File: src/rtl/ahb_lite_cmd_master.sv
// ============================================================================
// Module   : ahb_lite_cmd_master
// Function : AHB-Lite manager that turns a valid/ready command stream into
//            pipelined single transfers with in-order responses.
// Revision : 1.0 - initial release
// ============================================================================
`default_nettype none

module ahb_lite_cmd_master #(
   parameter int ADDR_W = 32,
   parameter int DATA_W = 32
) (
   input  logic              HCLK,
   input  logic              HRESETn,
   // command stream
   input  logic              cmd_valid,
   output logic              cmd_ready,
   input  logic              cmd_write,
   input  logic [ADDR_W-1:0] cmd_addr,
   input  logic [2:0]        cmd_size,
   input  logic [DATA_W-1:0] cmd_wdata,
   // response stream
   output logic              rsp_valid,
   output logic [DATA_W-1:0] rsp_rdata,
   output logic              rsp_err,
   // AHB-Lite manager port
   output logic [ADDR_W-1:0] HADDR,
   output logic [1:0]        HTRANS,
   output logic              HWRITE,
   output logic [2:0]        HSIZE,
   output logic [2:0]        HBURST,
   output logic [3:0]        HPROT,
   output logic              HMASTLOCK,
   output logic [DATA_W-1:0] HWDATA,
   input  logic [DATA_W-1:0] HRDATA,
   input  logic              HREADY,
   input  logic [1:0]        HRESP
);

   localparam logic [1:0] c_trans_idle   = 2'b00;
   localparam logic [1:0] c_trans_nonseq = 2'b10;
   localparam logic [1:0] c_resp_okay    = 2'b00;
   localparam logic [1:0] c_resp_error   = 2'b01;

   // Address-phase slot: the HADDR/HWRITE/HSIZE registers double as its payload
   logic              r_ap_valid;
   logic [DATA_W-1:0] r_ap_wdata;
   logic [ADDR_W-1:0] r_haddr;
   logic              r_hwrite;
   logic [2:0]        r_hsize;
   logic [1:0]        r_htrans;
   logic              r_cancel;

   // Data-phase slot
   logic              r_dp_valid;
   logic              r_dp_write;
   logic [DATA_W-1:0] r_hwdata;

   logic              r_rsp_valid;
   logic              r_rsp_err;
   logic [DATA_W-1:0] r_rsp_rdata;

   logic w_misaligned;
   logic w_addr_done;
   logic w_data_done;
   logic w_cancel_set;
   logic w_accept_aligned;
   logic w_accept_mis;
   logic w_resp_error;

   always_comb begin
      w_misaligned = (cmd_size > 3'd2)
                  || ((cmd_size == 3'd1) && cmd_addr[0])
                  || ((cmd_size == 3'd2) && (cmd_addr[1:0] != 2'b00));
      w_addr_done  = HREADY && (r_htrans == c_trans_nonseq);
      w_data_done  = r_dp_valid && HREADY;
      w_resp_error = (HRESP == c_resp_error);
      // First cycle of a two-cycle ERROR: pull the pending address phase back
      w_cancel_set = r_dp_valid && !HREADY && w_resp_error
                  && (r_htrans == c_trans_nonseq) && !r_cancel;
   end

   always_comb begin
      if (w_misaligned) begin
         cmd_ready = !r_ap_valid && !r_dp_valid && !r_cancel;
      end else begin
         cmd_ready = (!r_ap_valid || w_addr_done) && !r_cancel;
      end
      w_accept_aligned = cmd_valid && cmd_ready && !w_misaligned;
      w_accept_mis     = cmd_valid && cmd_ready &&  w_misaligned;
   end

   always_ff @(posedge HCLK or negedge HRESETn) begin
      if (!HRESETn) begin
         r_ap_valid <= 1'b0;
         r_ap_wdata <= '0;
         r_haddr    <= '0;
         r_hwrite   <= 1'b0;
         r_hsize    <= 3'd0;
         r_htrans   <= c_trans_idle;
         r_cancel   <= 1'b0;
      end else begin
         if (w_accept_aligned) begin
            r_ap_valid <= 1'b1;
            r_ap_wdata <= cmd_wdata;
            r_haddr    <= cmd_addr;
            r_hwrite   <= cmd_write;
            r_hsize    <= cmd_size;
         end else if (w_addr_done) begin
            r_ap_valid <= 1'b0;
         end

         if (w_cancel_set) begin
            r_cancel <= 1'b1;
            r_htrans <= c_trans_idle;
         end else if (r_cancel && HREADY) begin
            // ERROR retired; the retained command goes out again
            r_cancel <= 1'b0;
            r_htrans <= c_trans_nonseq;
         end else if (w_accept_aligned) begin
            r_htrans <= c_trans_nonseq;
         end else if (w_addr_done) begin
            r_htrans <= c_trans_idle;
         end
      end
   end

   always_ff @(posedge HCLK or negedge HRESETn) begin
      if (!HRESETn) begin
         r_dp_valid  <= 1'b0;
         r_dp_write  <= 1'b0;
         r_hwdata    <= '0;
         r_rsp_valid <= 1'b0;
         r_rsp_err   <= 1'b0;
         r_rsp_rdata <= '0;
      end else begin
         if (w_addr_done) begin
            r_dp_valid <= 1'b1;
            r_dp_write <= r_hwrite;
            r_hwdata   <= r_hwrite ? r_ap_wdata : '0;
         end else if (w_data_done) begin
            r_dp_valid <= 1'b0;
         end

         // A misaligned accept only happens with an empty pipeline, so it never
         // collides with a data-phase retirement.
         r_rsp_valid <= w_data_done || w_accept_mis;
         r_rsp_err   <= w_accept_mis || (w_data_done && w_resp_error);
         r_rsp_rdata <= (w_data_done && !r_dp_write && (HRESP == c_resp_okay))
                        ? HRDATA : '0;
      end
   end

   assign HADDR     = r_haddr;
   assign HTRANS    = r_htrans;
   assign HWRITE    = r_hwrite;
   assign HSIZE     = r_hsize;
   assign HWDATA    = r_hwdata;
   assign HBURST    = 3'b000;
   assign HPROT     = 4'b0011;
   assign HMASTLOCK = 1'b0;

   assign rsp_valid = r_rsp_valid;
   assign rsp_err   = r_rsp_err;
   assign rsp_rdata = r_rsp_rdata;

endmodule

`default_nettype wire

File: config.mk
export PLATFORM = sky130hd
export DESIGN_NAME = ahb_lite_cmd_master
export DESIGN_NICKNAME = d
export VERILOG_FILES = /design/src/rtl/ahb_lite_cmd_master.sv
export SDC_FILE = /design/constraint.sdc
export NUM_CORES = 1
export LEC_CHECK = 0
export ABC_AREA = 1
export CELL_PAD_IN_SITES_DETAIL_PLACEMENT = 1
export CELL_PAD_IN_SITES_GLOBAL_PLACEMENT = 2
export CORE_UTILIZATION = 27
export DETAILED_ROUTE_END_ITERATION = 10
export HOLD_SLACK_MARGIN = 0.12
export PLACE_DENSITY_LB_ADDON = 0.1
export SLEW_MARGIN = 30
export SYNTH_ARGS = -nofsm -noshare
export SYNTH_HDL_FRONTEND = slang
export SYNTH_SLANG_ARGS = --single-unit
File: constraint.sdc
create_clock -name HCLK -period 2.45 [get_ports HCLK]
set_input_delay 0.3675 -clock HCLK [delete_from_list [all_inputs] [get_ports HCLK]]
set_output_delay 0.3675 -clock HCLK [all_outputs]
set_load 0.02 [all_outputs]
* After elaboration in Yosys (flattened, before gate mapping)
Index checks and enable logic that the tools add are counted.
** Word-level totals
- Register bits :: 140
- Input bits :: 106
- Output and inout bits :: 113
- Logic and storage cells :: 66
** Cells by class
- Order comparisons :: 1
- Equal/unequal tests :: 4
- Mux-type cells :: 13
- Reductions and logical operators :: 35
** Operator list (number)
- 32-bit 2-to-1 mux :: 2
- 1-bit logical AND :: 18
- 2-bit 2-to-1 mux :: 4
- 2-bit nonzero test :: 4
- 1-bit 2-to-1 mux :: 7
- 1-bit zero test :: 6
- 1-bit logical OR :: 5
- 4-bit nonzero test :: 1
- 3-bit by 1-bit == test with 1-bit output, second input constant :: 1
- 3-bit by 2-bit == test with 1-bit output, second input constant :: 1
- 3-bit by 2-bit greater-than comparator with 1-bit output, second input constant :: 1
- 2-bit by 1-bit == test with 1-bit output, second input constant :: 1
- 2-bit == test, second input constant :: 1
- 2-bit zero test :: 1

* Depth between registers and ports, before layout
Gate-level depths: netlist (run 1).
- Depth in word-level cells :: 10
- Depth in mapped cells :: 9
- Mapped depth without buffers :: 8

* Worst setup path after synthesis (run 1)
Ideal clock, no wire load.
- Path kind :: register to output
- Start :: register r_htrans[1], in the netlist HTRANS[1]
- End :: output cmd_ready
- Arrival :: 1182 ps
- Slack :: 901 ps
- Cell stages (with the launch flop) :: 6
- Path buffers :: 1
- Path through :: dfrtp_1 nand2_1 nand2_1 nand2_1 a21oi_4 buf_2
** Between the ends
- Longest elaborated chain between the ends :: 5
** Ends and longest elaborated chain
- start: declaration :: line 51 : logic [1:0] r_htrans;
- start signal: assignment :: line 100 : r_htrans <= c_trans_idle;
- start signal: assignment :: line 115 : r_htrans <= c_trans_idle;
- start signal: assignment :: line 119 : r_htrans <= c_trans_nonseq;
- 2-bit == test :: line 75 : w_addr_done = HREADY && (r_htrans == c_trans_nonseq);
- 1-bit logical AND :: line 75
- 1-bit logical OR :: line 87 : cmd_ready = (!r_ap_valid || w_addr_done) && !r_cancel;
- 1-bit logical AND :: line 87
- 1-bit 2-to-1 mux :: line 84 : if (w_misaligned) begin
- end: declaration :: line 17 : output logic cmd_ready,
Every way passes these cells.

* Worst setup path after layout (run 1)
- Start :: input cmd_size[0]
- End :: output cmd_ready
** Between the ends
- Longest elaborated chain between the ends :: 5
- Elaborated cells between the ends (all ways) :: 8
** Ends and longest elaborated chain
- start: declaration :: line 20 : input logic [2:0] cmd_size,
- branches (longest 3 deep; another with 3-bit by 2-bit greater-than comparator with 1-bit output)
- 1-bit logical OR * :: line 74 : || ((cmd_size == 3'd2) && (cmd_addr[1:0] != 2'b00));
- 1-bit 2-to-1 mux * :: line 84
Mark *: on every way between the ends.

==> summary.txt, run 1 <==
Logic synthesis
  – Post-Syn Area: 0.00552 mm²
  – Synth top area share: 63.1%
  – Count of cell types in the netlist: 21
  – Yosys Warn Count: 0
  – Seq/Total Area, Yosys: 63.1%
  – Yosys reg bits: 139
  – Synth top area cells: dfrtp_1, nand2_1, nand4_1
  – Post-synthesis cell count: 594
  – Post-synth top area cell: dfrtp_1
  – Syn Area/Cell: 9.29 µm²

Finish
  – # fillers: 2211
  – P&R area growth vs syn: 53.1%
  – Commonest non-fill, non-tap cell in the layout: nand2_1
  – Final Core Density: 42.8%
  – Layout cells sized above 1: 6.92%
  – Antenna cells: 0
  – Most frequent cells in the layout: nand2_1, clkdlybuf4s50_1, dfrtp_1, nand4_1, inv_1
  – Final Non-Filler Cells: 1074
  – Final net count: 902

Run status
  – Outcome: finished, final reports clean

GRT
  – Initial antenna violation count: 0
  – First-pass GRT wire length: 28700 µm
  – Met3 Use GR: 8.77%
  – Largest net degree at the start of global routing: 69
  – Vias in the first global route: 5399
  – Gr ovfl total: 0
  – GR Layer Usage met1: 18.9%
  – Tot GR Track Use: 17.4%
  – Global routing's busiest layer: met2
  – Met2 usage in global routing: 30.0%

Floorplan
  – Ports: 219
  – DIE AREA: 0.0210 mm²
  – Rows: 51
  – Initial core utilization: 28.0%
  – Die width: 145 µm
  – CORE AREA: 0.0197 mm²
  – Die height: 145 µm

Power
  – Lkg Pwr: 4.03 nW
  – Tot Pwr: 9.10 mW
  – Peak supply drop: 0.715 mV
  – Pwr per Cell Area: 1080 mW/mm²

Clock network
  – Clock Pin Slew Worst Setup and Hold Paths: 0.06 ns
  – Clock Latency Late Sink: 0.42 ns
  – Clk sink count: 139
  – Clk root buf: clkbuf_16
  – H-tree depth: 4
  – CTS tree: built
  – Inserted Clock Buffers: 17
  – Post-CTS sizing: 0
  – Clock buffer depth: 2

Drt
  – Drt pass-1 iters: 4
  – Drt total wl: 17400 µm
  – ANT nets after route: 0
  – Vias per cell: 4.47
  – Wire per inst: 16.2 µm
  – Vias: 4803
  – Number of DRC markers in iteration 0: 144
  – Remaining DRCs: 0

STA
  – FMAX: 424 MHz
  – TNS Setup: 0 ns
  – Setup-failing EPs final: 0
  – Final Skew: 0.00723 ns
  – RSZ-0062 raised after global routing: no
  – Fin. max-slew vios: 0
  – Worst slew pin tran: 0.730 ns
  – Slew margin rel.: 51.3%
  – Tcrit/Tclk final: 96.3%
  – Minimum clock period: 2.36 ns
  – Final hold vios: 0

Worst setup path
  – Worst path required time: 2.08 ns
  – Worst setup SP type: primary input
  – Cell mode on critical path: nand2_1
  – Crit path max-delay family: buffers and inverters
  – CP max FO: 3
  – Kind of critical path: primary input to output port
  – WP data arrival: 1.99 ns
  – Crit-path cells: clkdlybuf4s50_1, nor2_1, nand2_1, nand2_1, nand2_1, a21oi_4, clkdlybuf4s50_1
  – Critical path capture point type: output port
  – CP max-delay cell: clkdlybuf4s50_1
  – WP buf/inv: 2
  – Crit-path max cell delay: 0.67 ns

Placed design
  – Cells after DPL: 1041
  – Detailed placer's ending HPWL: 12100 µm
  – GPL Wtd Cong: 0.735
  – PortBufs: 209

Worst hold path
  – Hold WC Path Type: primary input to register

Job
  – Max-Cap Viols: 0
## cells by family (layout without fill, tap and decap cells)
kind of cell	count (synthesis)	in the layout	share of synthesized area, %
and+or+nand+nor	322	322	25.2
AOI/OAI and AO/OA	38	38	3.77
muxes	1	1	0.204
other	2	9	0.136
DFF	139	139	63.1
buffers and inverters	92	300	7.60
## routing by layer
layer,share of wire [%],wire [µm],vias to the layer above
met5,0,0,-
met4,1.2,213,0
met3,10,1790,18
met2,49,8570,152
met1,39,6840,2351
li1,-,-,2282
## area by class of cell
class,count,area (µm²),area share (%)
clock buffer,19,443,5.25
clock inverter,13,119,1.41
inverter,40,150,1.78
multi-input combinational,370,1660,19.7
sequential,139,3480,41.2
tap,265,332,3.93
timing repair buffer,228,2260,26.7
## synth_stat cells
master and number:
or2_1 1, inv_1 40, dfrtp_1 139, clkbuf_1 22, nand4_1 67, buf_6 2
o21ai_0 34, nor2_1 34, o21bai_1 1, nand4_2 1, nand2_1 215, buf_2 17
buf_4 10, a21oi_4 1, conb_1 2, nand3_1 3, mux2_2 1, a21oi_2 1
nor3_1 1, a21oi_1 1, buf_1 1
## where the power goes
part           leakage [nW]  switching (mW)  internal [mW]  total (mW)
clock network         0.266            1.01           1.43        2.44
logic                  1.94            1.80           1.40        3.19
registers              1.82           0.418           3.05        3.47
total                  4.03            3.22           5.87        9.10
## metrics by stage
stage	cell area, µm²	hold WS, ns	setup WS (ns)
3_5_place_dp	7870	0.354	0.0737
6_report	8440	0.462	0.0917
4_1_cts	8440	0.441	0.0689
3_3_place_gp	7870	0.350	0.0794
2_1_floorplan	5540	0.0719	0.901
5_1_grt	8440	0.459	0.000834
## worst paths after layout
| check | cells past startpoint | start | endpoint | slack [ns] |
|---|---|---|---|---|
| min in group asynchronous | 2 | HRESETn | HWDATA[21] | 0.47 |
| max | 7 | cmd_size[0] | cmd_ready | 0.09 |
| max reg2reg | 5 | r_dp_valid | rsp_err | 0.58 |
| min reg2reg | 2 | HADDR[17] | HADDR[17] | 0.48 |
| min | 3 | HRDATA[18] | rsp_rdata[18] | 0.46 |
| max in group asynchronous | 3 | HRESETn | HWDATA[5] | 1.29 |
## sequential cells by signal, indices dropped and copies added (netlist names)
signal / cells
HADDR: 32
HSIZE: 3
HTRANS: 1
HWDATA: 32
HWRITE: 1
r_ap_valid: 1
r_ap_wdata: 32
r_cancel: 1
r_dp_valid: 1
r_dp_write: 1
rsp_err: 1
rsp_rdata: 32
rsp_valid: 1
## repair_timing
item                      CTS  global route
buffers inserted            0             0
hold endpoints to repair   47             0
hold buffers                1             0
## worst register-to-register path, cell delays in order (launching register included)
cell and delay (ns):
dfrtp_1 0.39, or2_1 0.29, a21oi_4 0.16, buf_4 0.60, nand3_1 0.19, o21ai_0 0.15
(Power assumes the default switching activity.)
==> run 2: changes to the inputs <==
Settings changed: GPL_TIMING_DRIVEN from default to 0.
==> run 2 against run 1 <==
Sequential cell count is the same. Fmax up 2.4%. Worst setup slack better by 0.055 ns. Hold slack lost 0.0035 ns. Power rose by 4.6%. Global-route usage is 0.68 points higher. Clock power up 12%. Utilization is 0.95 points higher.
==> summary.txt, run 2 (synthesis results as in run 1) <==
Run status
  – Outcome: finished, final reports clean

STA
  – Final hold vios: 0 (unchanged)
  – Minimum clock period: 2.30 ns (-0.0549 ns)
  – Final Skew: 0.00797 ns (+0.000735 ns)
  – Tcrit/Tclk final: 94.0% (-2.2 points)
  – Slew margin rel.: 55.9% (+4.6 points)
  – FMAX: 434 MHz (+2.4%)
  – Worst slew pin tran: 0.662 ns (-0.0686 ns)
  – RSZ-0062 raised after global routing: no
  – Min setup slack post-route: 0.147 ns (+0.0549 ns)
  – Fin. max-slew vios: 0 (unchanged)
  – Setup-failing EPs final: 0 (unchanged)

Placed design
  – Placement Setup Slack: -0.388 ns (-0.461 ns)
  – Detailed placer's ending HPWL: 13400 µm (+11%)
  – GPL Wtd Cong: 0.746 (+1.5%)
  – PortBufs: 208 (-0.48%)

GRT
  – Initial antenna violation count: 0 (unchanged)
  – Gr ovfl total: 0 (unchanged)
  – Largest net degree at the start of global routing: 72 (+4.3%)
  – First-pass GRT wire length: 29600 µm (+3.1%)
  – Tot GR Track Use: 18.1% (+0.68 points)
  – Vias in the first global route: 5515 (+2.1%)

Worst setup path
  – WP data arrival: 1.94 ns (-0.05 ns)
  – Worst path required time: 2.08 ns (about the same)
  – Worst setup SP type: primary input
  – Critical path capture point type: output port
  – Kind of critical path: primary input to output port
  – CP max FO: 10 (+7)

Power
  – Pwr per Cell Area: 1100 mW/mm² (+2.4%)
  – Peak supply drop: 0.495 mV (-31%)
  – Tot Pwr: 9.52 mW (+4.6%)
  – Lkg Pwr: 4.13 nW (+2.6%)

Finish
  – # fillers: 2244 (+1.5%)
  – Area occupied by multi-input gates: 0.00165 mm² (-1.1%)
  – P&R area growth vs syn: 56.5%
  – Commonest non-fill, non-tap cell in the layout: nand2_1
  – Antenna cells: 0 (unchanged)
  – Reg area: 0.00348 mm² (unchanged)
  – Final net count: 937 (+3.9%)
  – Layout cells sized above 1: 7.94% (+1.0 points)
  – Most frequent cells in the layout: nand2_1, clkdlybuf4s50_1, dfrtp_1, nand4_1, inv_1

Drt
  – ANT nets after route: 0 (unchanged)
  – Number of DRC markers in iteration 0: 186 (+29%)
  – Drt total wl: 18200 µm (+4.4%)
  – Remaining DRCs: 0 (unchanged)
  – Vias: 4885 (+1.7%)
  – Drt pass-1 iters: 4 (unchanged)
  – Wire per inst: 16.4 µm (+1.1%)
  – Vias per cell: 4.40 (-1.5%)

Worst hold path
  – Hold WC Path Type: primary input to register

Floorplan
  – Initial core utilization: 28.0% (unchanged)
  – CORE AREA: 0.0197 mm² (unchanged)
  – DIE AREA: 0.0210 mm² (unchanged)
  – Die width: 145 µm (unchanged)
  – Die height: 145 µm (unchanged)
  – Ports: 219 (unchanged)
  – Rows: 51 (unchanged)

Clock network
  – Clock Latency Late Sink: 0.42 ns (about the same)
  – Inserted Clock Buffers: 17 (unchanged)
  – Clock Pin Slew Worst Setup and Hold Paths: 0.06 ns (about the same)
  – Clk root buf: clkbuf_16
  – Clock buffer depth: 2 (unchanged)
  – H-tree depth: 4 (unchanged)
  – CTS tree: built
  – Clk sink count: 139 (unchanged)

Job
  – Max-Cap Viols: 0 (unchanged)
## run 2: where the power goes
group | internal, mW | switching (mW)
Clock | 1.71 | 1.03
Sequential | 3.05 | 0.424
Combinational | 1.47 | 1.84
## run 2: critical path, cell delays in order
cell             delay [ns]
clkdlybuf4s50_1        0.55
nand2_1                0.14
nand2_1                0.11
nand2_1                0.10
a21oi_4                0.15
buf_4                  0.19
clkdlybuf4s15_1        0.32
## run 2: through the flow
step	cells	hold WS, ns	instance area, µm²	setup TNS, ns	util [%]
after floorplan	601	0.0719	5540	0	-
after global placement	1074	0.454	7960	-673.25	40.4
after detailed placement	1075	0.367	7990	-0.388	40.5
after CTS	1109	0.440	8630	0	43.8
after global routing	1109	0.454	8630	0	43.8
final	1109	0.458	8630	0	43.8
## run 2: final cells by class
type,count,share of cell area [%]
clock buffers,18,4.97
multi-input cells,370,19.1
inverters,40,1.74
well taps,265,3.84
clock inverters,14,2.25
plain buffers,52,3.15
repair buffers,211,24.7
flip-flops and latches,139,40.3
## run 2: layer usage
metal / part of all wire [%] / vias up / track usage [%]
met5: 0 / - / 0
met4: 1.1 / 0 / 5.59
met3: 9.8 / 14 / 8.11
met2: 49 / 148 / 31.0
met1: 40 / 2356 / 20.1
li1: - / 2367 / -
## run 2: final timing paths
check | depth (start not counted) | slack [ns] | from | to
setup / recovery | 7 | 0.15 | HREADY | cmd_ready
hold / removal | 3 | 0.46 | HRDATA[24] | rsp_rdata[24]
setup reg to reg | 8 | 0.81 | HTRANS[1] | HWRITE
hold reg to reg | 2 | 0.47 | HSIZE[2] | HSIZE[2]
max in group asynchronous | 3 | 1.20 | HRESETn | r_cancel
min in group asynchronous | 2 | 0.50 | HRESETn | HWDATA[23]
## run 2: what timing repair did
action,CTS,global route
gates resized for setup,2,1
hold endpoints to repair,68,0
setup endpoints to repair,1,1
hold buffers,1,0
buffers inserted,1,0
gates cloned,0,0
==> run 3: changes to the inputs <==
Settings changed: CORE_MARGIN from default to 2.
==> run 3 against run 2 <==
Die area rose by 2.8%. Worst setup slack improved by 0.068 ns. Via count fell by 0.39%. Count of clock-buffer cells in the layout rose by 1. Clock power fell by 12%. Cell count rose by 0.36%. Critical path depth rose by 1. First-iteration DRC count rose by 15%. Sequential share of layout area rose by 0.21 points.
==> summary.txt, run 3 (synthesis results as in run 1) <==
Clock network
  – Clock Latency Late Sink: 0.42 ns (about the same)
  – Clock Pin Slew Worst Setup and Hold Paths: 0.06 ns (about the same)
  – H-tree depth: 4 (unchanged)
  – CTS tree: built
  – Clk root buf: clkbuf_16
  – Clock buffer depth: 2 (unchanged)
  – Inserted Clock Buffers: 17 (unchanged)
  – Clk sink count: 139 (unchanged)

Placed design
  – GPL Wtd Cong: 0.748 (+0.30%)
  – Detailed placer's ending HPWL: 13600 µm (+1.7%)
  – PortBufs: 208 (unchanged)
  – Cells after DPL: 1081 (+0.56%)
  – Placement Setup Slack: -0.408 ns (-0.0205 ns)
  – Post-placement cell area: 0.00802 mm² (+0.42%)

Finish
  – Most frequent cells in the layout: nand2_1, clkdlybuf4s50_1, dfrtp_1, nand4_1, inv_1
  – Layout cells sized above 1: 8.07% (+0.13 points)
  – Final Core Density: 42.6% (-1.2 points)
  – Post-route design area: 0.00859 mm² (-0.52%)
  – P&R area growth vs syn: 55.7%
  – Antenna cells: 0 (unchanged)
  – Final Non-Filler Cells: 1113 (+0.36%)
  – Commonest non-fill, non-tap cell in the layout: nand2_1
  – Final net count: 938 (+0.11%)

STA
  – Min setup slack post-route: 0.214 ns (+0.0675 ns)
  – Hold WS: 0.381 ns (-0.0772 ns)
  – RSZ-0062 raised after global routing: no
  – Worst slew pin tran: 0.614 ns (-0.0477 ns)
  – Final hold vios: 0 (unchanged)
  – Slew margin rel.: 59.1% (+3.2 points)
  – Final Skew: 0.00743 ns (-0.000539 ns)
  – Tcrit/Tclk final: 91.3% (-2.8 points)
  – TNS Setup: 0 ns (unchanged)
  – Minimum clock period: 2.24 ns (-0.0675 ns)
  – Fin. max-slew vios: 0 (unchanged)
  – Setup-failing EPs final: 0 (unchanged)
  – FMAX: 447 MHz (+3.0%)

Floorplan
  – Die width: 147 µm (+1.4%)
  – CORE AREA: 0.0202 mm² (+2.3%)
  – Rows: 52 (+2.0%)
  – Initial core utilization: 27.4% (-0.63 points)
  – Ports: 219 (unchanged)
  – Die height: 147 µm (+1.4%)
  – DIE AREA: 0.0216 mm² (+2.8%)

Drt
  – ANT nets after route: 0 (unchanged)
  – Vias per cell: 4.37 (-0.75%)
  – Drt total wl: 18100 µm (-0.43%)
  – Remaining DRCs: 0 (unchanged)
  – Drt pass-1 iters: 4 (unchanged)
  – Number of DRC markers in iteration 0: 213 (+15%)
  – Wire per inst: 16.3 µm (-0.79%)
  – Vias: 4866 (-0.39%)

GRT
  – Vias in the first global route: 5556 (+0.74%)
  – Initial antenna violation count: 0 (unchanged)
  – Largest net degree at the start of global routing: 76 (+5.6%)
  – First-pass GRT wire length: 29600 µm (-0.16%)
  – Gr ovfl total: 0 (unchanged)
  – Tot GR Track Use: 17.6% (-0.50 points)

Worst setup path
  – CP max-delay cell: clkdlybuf4s50_1
  – Critical path capture point type: output port
  – WP data arrival: 1.87 ns (-0.07 ns)
  – Kind of critical path: primary input to output port
  – Crit-path max cell delay: 0.46 ns (-0.09 ns)
  – CP max FO: 10 (unchanged)
  – Cell mode on critical path: nand2_1
  – Worst path required time: 2.08 ns (about the same)
  – Worst setup SP type: primary input
  – Crit-path cells: clkdlybuf4s50_1, nor2_1, nand2_1, nand2_1, nand2_1, a21oi_4, buf_2, clkbuf_2
  – Launch point of the worst path: cmd_size[0]
  – FF-to-FF Start: HTRANS[1]

Worst hold path
  – Hold WC Path Type: primary input to asynchronous set/reset pin

Run status
  – Outcome: finished, final reports clean

Job
  – Max-Cap Viols: 0 (unchanged)

Power
  – Tot Pwr: 9.20 mW (-3.4%)
  – Lkg Pwr: 4.11 nW (-0.55%)
  – Pwr per Cell Area: 1070 mW/mm² (-2.9%)
  – Peak supply drop: 0.487 mV (-1.5%)
run 3: power breakdown:
group          leakage (nW)  switching, mW  internal [mW]
logic                  2.02           1.84           1.46
registers              1.82          0.426           3.05
clock network         0.266          0.982           1.43
run 3: worst paths after layout:
kind / slack [ns] / depth (start not counted) / to
setup / recovery: 0.21 / 8 / cmd_ready
hold / removal: 0.38 / 2 / HWDATA[24]
setup reg to reg: 0.82 / 8 / r_ap_wdata[25]
hold reg to reg: 0.47 / 2 / HSIZE[2]
max in group asynchronous: 1.21 / 4 / HADDR[13]
min in group HCLK: 0.46 / 3 / rsp_rdata[22]
run 3: worst max-delay path: cells and delay by family:
family | cells | cell delay [ns]
buffers and inverters | 3 | 0.87
AO/OA/AOI/OAI | 1 | 0.20
AND/OR/NAND/NOR | 4 | 0.43
run 3: timing repair:
action	CTS	global route
resized for setup	1	2
hold buffers	1	0
hold endpoints to repair	86	0
cloned	0	0
buffers inserted	1	0
setup endpoints to repair	1	1
pin swaps	1	0
run 3: layout make-up:
class,count,area (µm²)
timing repair buffer,212,2150
fill,2309,11600
multi-input combinational,370,1650
tap,270,338
inverter,40,150
clock buffer,19,453
sequential,139,3480
clock inverter,11,98.8
buffer,52,269
run 3: layer usage:
| metal | routed length [µm] | track usage (%) | vias to the layer above |
|---|---|---|---|
| met4 | 272 | 5.14 | 0 |
| met2 | 8720 | 29.6 | 143 |
| li1 | - | - | 2359 |
| met1 | 7350 | 20.5 | 2343 |
| met5 | 0 | 0 | - |
| met3 | 1750 | 7.73 | 21 |
